==> src/rtl/fifo_pkg.sv <==
`default_nettype none
// fifo_pkg: shared address-width helper and Gray/binary conversions for the dual-clock FIFO (rev 1.0)
package fifo_pkg;

  // Callers zero-extend to FIFO_MAX_W and cast the result back to their own width;
  // zero upper bits leave the low bits identical to a native-width conversion.
  localparam int FIFO_MAX_W = 32;

  function automatic int addr_width(input int depth);
    return $clog2(depth);
  endfunction

  function automatic logic [FIFO_MAX_W-1:0] bin2gray(input logic [FIFO_MAX_W-1:0] b);
    return b ^ (b >> 1);
  endfunction

  function automatic logic [FIFO_MAX_W-1:0] gray2bin(input logic [FIFO_MAX_W-1:0] g);
    logic [FIFO_MAX_W-1:0] b;
    b[FIFO_MAX_W-1] = g[FIFO_MAX_W-1];
    for (int i = FIFO_MAX_W - 2; i >= 0; i--) begin
      b[i] = b[i+1] ^ g[i];
    end
    return b;
  endfunction

endpackage
`default_nettype wire

==> src/rtl/fifo_gray_to_binary.sv <==
`default_nettype none
// fifo_gray_to_binary: combinational Gray-to-binary converter of width W (rev 1.0)
module fifo_gray_to_binary
  import fifo_pkg::*;
#(
  parameter int W = 5
) (
  input  logic [W-1:0] gray,
  output logic [W-1:0] bin
);

  assign bin = W'(gray2bin(FIFO_MAX_W'(gray)));

endmodule
`default_nettype wire

==> src/rtl/fifo_read_pointer_empty.sv <==
`default_nettype none
// fifo_read_pointer_empty: read-domain pointer, empty/almost-empty, level and sticky underflow (rev 1.0)
module fifo_read_pointer_empty
  import fifo_pkg::*;
#(
  parameter int DEPTH                  = 16,
  parameter int ALMOST_EMPTY_THRESHOLD = 2,
  localparam int AW                    = addr_width(DEPTH)
) (
  input  logic          read_clock,
  input  logic          read_reset,
  input  logic          read_enable,
  input  logic [AW:0]   sync_write_pointer,
  input  logic          clear_underflow,
  output logic          fifo_empty,
  output logic          almost_empty,
  output logic [AW:0]   read_level,
  output logic          underflow,
  output logic [AW-1:0] read_address,
  output logic [AW:0]   read_pointer
);

  localparam int          PW        = AW + 1;
  localparam logic [AW:0] AE_THRESH = PW'(ALMOST_EMPTY_THRESHOLD);

  logic [AW:0] read_bin;
  logic [AW:0] read_bin_next;
  logic [AW:0] read_gray_next;
  logic [AW:0] write_bin_sync;
  logic [AW:0] level_next;
  logic        pop;
  logic        empty_next;
  logic        almost_next;
  logic        underflow_next;

  fifo_gray_to_binary #(
    .W (PW)
  ) u_wr_g2b (
    .gray (sync_write_pointer),
    .bin  (write_bin_sync)
  );

  // Qualified against the registered flag, so a pop never reads past the write pointer.
  assign pop            = read_enable & ~fifo_empty;
  assign read_bin_next  = read_bin + PW'(pop);
  assign read_gray_next = PW'(bin2gray(FIFO_MAX_W'(read_bin_next)));

  // Empty and level both derive from the next pointer so level==0 tracks empty exactly.
  assign empty_next  = (read_gray_next == sync_write_pointer);
  assign level_next  = write_bin_sync - read_bin_next;
  assign almost_next = (level_next <= AE_THRESH);

  always_comb begin
    underflow_next = underflow;
    if (read_enable && fifo_empty) begin
      underflow_next = 1'b1;
    end else if (clear_underflow) begin
      underflow_next = 1'b0;
    end
  end

  always_ff @(posedge read_clock) begin
    if (read_reset) begin
      read_bin     <= '0;
      read_pointer <= '0;
      fifo_empty   <= 1'b1;
      almost_empty <= 1'b1;
      read_level   <= '0;
      underflow    <= 1'b0;
    end else begin
      read_bin     <= read_bin_next;
      read_pointer <= read_gray_next;
      fifo_empty   <= empty_next;
      almost_empty <= almost_next;
      read_level   <= level_next;
      underflow    <= underflow_next;
    end
  end

  assign read_address = read_bin[AW-1:0];

endmodule
`default_nettype wire

==> config.mk <==
export PLATFORM = sky130hd
export DESIGN_NAME = fifo_read_pointer_empty
export DESIGN_NICKNAME = d
export VERILOG_FILES = /design/src/rtl/fifo_pkg.sv /design/src/rtl/fifo_gray_to_binary.sv /design/src/rtl/fifo_read_pointer_empty.sv
export SDC_FILE = /design/constraint.sdc
export NUM_CORES = 1
export LEC_CHECK = 0
export ABC_AREA = 1
export CAP_MARGIN = 0
export CORE_ASPECT_RATIO = 0.7
export CORE_UTILIZATION = 43
export DETAILED_ROUTE_END_ITERATION = 12
export GPL_TIMING_DRIVEN = 0
export HOLD_SLACK_MARGIN = 0.12
export PLACE_DENSITY = 0.77
export SETUP_SLACK_MARGIN = 0.4
export SKIP_LAST_GASP = 1
export SYNTH_ARGS = -nofsm -noshare
export SYNTH_HDL_FRONTEND = slang
export SYNTH_SLANG_ARGS = --single-unit
==> constraint.sdc <==
create_clock -name read_clock -period 2.84 [get_ports read_clock]
set_input_delay 0.284 -clock read_clock [delete_from_list [all_inputs] [get_ports read_clock]]
set_output_delay 0.284 -clock read_clock [all_outputs]
set_load 0.03 [all_outputs]
==> results.txt <==
----------------------------------------------------
[Worst setup path]
  Highest cell delay on the worst timing path ... 0.43 ns
  Largest delay contributor family on the critical path ... buffers and inverters
  Highest-delay cell along the critical path ... sky130_fd_sc_hd__clkdlybuf4s50_1
  Crit-path most repeated cell ... sky130_fd_sc_hd__inv_1
  CP startpoint kind ... input pin
  Cell-by-cell trace of the critical path ... clkdlybuf4s50_1, inv_1, nand3_1, nand2_2, xor2_2, xor2_1, ha_1, inv_1, fa_1, nand2_1, inv_1, nand3_1, a21oi_1, nor2_2, nor2_2
  Buffers plus inverters on the worst setup path ... 4
  Endpoint type of the worst setup path ... flip-flop
  Maximum fanout along the worst path ... 3
  Arrival time of data at the critical path endpoint ... 2.49 ns
  Critical setup path kind ... input pin to flip-flop
  Reg-to-reg setup timing slack ... 0.70 ns
  Required time of the critical path ... 3.04 ns

[Die]
  Core Box Area ... 2150 um^2
  Number of ports placed on the die boundary ... 26
  Die Outline Area ... 2480 um^2
  Die X ... 59.1 um
  Row Count ... 14
  Height of the die ... 41.9 um
  Starting utilization of the core area ... 45.5%

[Power and ir drop]
  PwrDens ... 463 nW/um^2
  Peak VDD IR ... 201 uV
  Reported leakage power ... 0.662 nW
  Power Total ... 0.617 mW

[Drt]
  Total wire length after detailed routing ... 2410 um
  Average routed wire per standard cell ... 11.4 um
  Via count ... 1050
  Via-per-instance ratio ... 4.95
  First-pass iteration count of the detailed router ... 4
  Final routed DRC violation total ... 0
  Antenna-violating nets left ... 0
  Drt initial violations ... 44

[Yosys]
  Library cells used by synthesis ... 18
  Post-synthesis average cell area ... 6.58 um^2
  Synthesized-area fraction occupied by ao, oa, aoi and oai cells ... 6.13%
  Syn_nets ... 165
  Yosys reg bits ... 17
  Portion of netlist area occupied by mux cells ... 0%
  Post-synthesis share of cell area spent on and, or, nand and nor gates ... 38.1%
  Number of warning messages in the yosys log ... 0
  Xor-xnor portion of the synthesized cell area ... 1.79%
  Number of standard cells after synthesis ... 149
  Synthesized area ... 980 um^2
  Area share of fa/ha/maj cells after synthesis ... 9.71%
  Combinational family with the most area after synthesis ... simple AND/OR/NAND/NOR gates
  Sequential share of the synthesized area ... 34.7%

[Layout]
  Number of inserted filler cells in the final layout ... 210
  Layout Utilization ... 61.8%
  Area growth, synth to finish ... 35.9%
  Total inserted antenna cells ... 0
  Ratio of cells with drive above 1 in the final layout ... 9.44%
  Non-Filler Cell Area, Final ... 1330 um^2
  Post-layout net count ... 197

[Timing]
  Final count of hold timing violations ... 0
  Sum of negative setup slack ... 0 ns
  Maximum achievable frequency ... 437 MHz
  Clock tree skew after final layout ... 0.00302 ns
  Transition time at the pin with the least slew margin ... 0.482 ns
  Unrepaired setup endpoints after global routing ... no
  Period utilization ... 80.5%
  Worst slew margin relative to its limit ... 67.9%
  Worst Hold Slack ... 0.439 ns
  Final setup violation count ... 0
  Shortest period the worst path allows ... 2.29 ns
  Final Max Slew Viols ... 0

[Clocking]
  Clock tree from TritonCTS ... built
  Total number of H-tree levels ... 1
  Clock tree sinks ... 17
  Worst-path clk slew ... 0.11 ns
  Number of buffers between clock root and the deepest sink ... 2
  TritonCTS Buffers ... 3
  Root Buffer Master ... sky130_fd_sc_hd__clkbuf_4
  Clock insertion delay at the later pin of the skew report ... 0.30 ns

[Placement]
  RD Place Congestion ... 0.862
  Port bufs ... 25
  Placed cell areas ... 1270 um^2
  DPL Wire Length ... 1930 um

[Global route]
  First-pass GRT wire length ... 3800 um
  Overall fraction of global-route tracks in use ... 21.0%
  Via count of the first global-routing pass ... 922
  Largest net degree at the start of global routing ... 11
  Sum of overflow across all layers after global routing ... 0
  Number of antenna violations at the first check in global routing ... 0

[Hold path]
  Worst min-delay path class ... input pin to flip-flop

[Outcome]
  Status ... finished clean

[Run]
  Max cap viols ... 0

----------------------------------------------------
-- metrics by stage --
| stage | setup WS, ns | std cells |
|---|---|---|
| floorplan | 0.712 | 149 |
| global placement | -0.0133 | 206 |
| detailed placement | -0.110 | 206 |
| CTS | 0.405 | 211 |
| global route | 0.410 | 212 |
| finish | 0.554 | 212 |
-- timing repair --
action                     in CTS  in global routing
setup buffers                   1                  1
hold buffers                    0                  0
resized for setup               3                  4
pin swaps                       2                  4
setup endpoints to repair       2                  2
-- power breakdown --
part	internal (mW)	total (mW)	switching, mW
Combinational	0.0882	0.211	0.122
Sequential	0.259	0.266	0.00719
Clock	0.0526	0.140	0.0872
Total	0.400	0.617	0.217
-- layer usage --
| metal | share of wire [%] | wire (um) | GRT usage, % |
|---|---|---|---|
| met1 | 44 | 1060 | 23.8 |
| met2 | 48 | 1170 | 35.9 |
| met3 | 6.0 | 145 | 6.54 |
| met4 | 1.3 | 31 | 9.05 |
| met5 | 0 | 0 | 0 |
-- kinds of logic after synthesis --
| logic type | after synthesis |
|---|---|
| DFF | 17 |
| xor gates and xnor gates | 2 |
| buffers and inverters | 23 |
| and+or+nand+nor | 88 |
| AOI/OAI and AO/OA | 12 |
| adders and majority gates | 7 |
-- cell type report --
type                            instances  area [um^2]  area share (%)
Timing Repair Buffer                   27          267            20.0
Tap cell                               32         40.0            3.01
Multi-Input combinational cell        109          563            42.3
Buffer                                  2         15.0            1.13
Clock buffer                            3         22.5            1.69
Clock inverter                          1         5.00           0.376
Inverter                               21         78.8            5.92
Sequential cell                        17          340            25.6
-- cells in the final DEF, fill, tap and decap left out, types with 2 or more instances in the layout --
master	n
sky130_fd_sc_hd__o21ai_0	2
sky130_fd_sc_hd__clkdlybuf4s50_1	23
sky130_fd_sc_hd__buf_4	2
sky130_fd_sc_hd__nand3_1	18
sky130_fd_sc_hd__dfxtp_1	17
sky130_fd_sc_hd__nand2_2	2
sky130_fd_sc_hd__clkbuf_4	3
sky130_fd_sc_hd__nor2_1	14
sky130_fd_sc_hd__inv_1	20
sky130_fd_sc_hd__ha_2	2
sky130_fd_sc_hd__nor2_2	3
sky130_fd_sc_hd__a21oi_1	9
sky130_fd_sc_hd__nand2_1	48
sky130_fd_sc_hd__ha_1	4
sky130_fd_sc_hd__nand4_1	2
-- flip-flops by register name, indices dropped and copies added, names as in the netlist --
signal	count
fifo_empty	1
read_bin	4
read_pointer	5
underflow	1
almost_empty	1
read_level	5
-- worst paths after layout --
path	from	to	depth (start not counted)
setup / recovery	sync_write_pointer[2]	almost_empty	15
hold / removal	sync_write_pointer[3]	fifo_empty	6
setup reg to reg	fifo_empty	almost_empty	13
hold reg to reg	underflow	underflow	2
-- synthesized netlist by cell type (all sizes together) --
master | instances | area (um^2)
fa | 1 | 20.0
ha | 6 | 75.1
dfxtp | 17 | 340
o21ai | 3 | 15.0
nor2 | 17 | 68.8
xor2 | 2 | 17.5
nand4 | 2 | 12.5
a21oi | 9 | 45.0
buf | 1 | 11.3
clkbuf | 1 | 3.75
nand2 | 51 | 201
inv | 21 | 78.8
nand3 | 18 | 90.1
-- worst reg2reg max path, cell delays in order (launching register included) --
cell	delay, ns
sky130_fd_sc_hd__dfxtp_1	0.35
sky130_fd_sc_hd__nor2_2	0.14
sky130_fd_sc_hd__ha_2	0.23
sky130_fd_sc_hd__nand2_4	0.07
sky130_fd_sc_hd__nand2_1	0.07
sky130_fd_sc_hd__nand2_2	0.11
sky130_fd_sc_hd__ha_1	0.34
sky130_fd_sc_hd__a21oi_1	0.19
sky130_fd_sc_hd__nand3_1	0.09
sky130_fd_sc_hd__nand2_1	0.06
sky130_fd_sc_hd__nor2_1	0.05
sky130_fd_sc_hd__a21oi_1	0.14
sky130_fd_sc_hd__o21ai_0	0.14
sky130_fd_sc_hd__nor2_2	0.11
No activity file was read; power rests on OpenSTA's default activity.
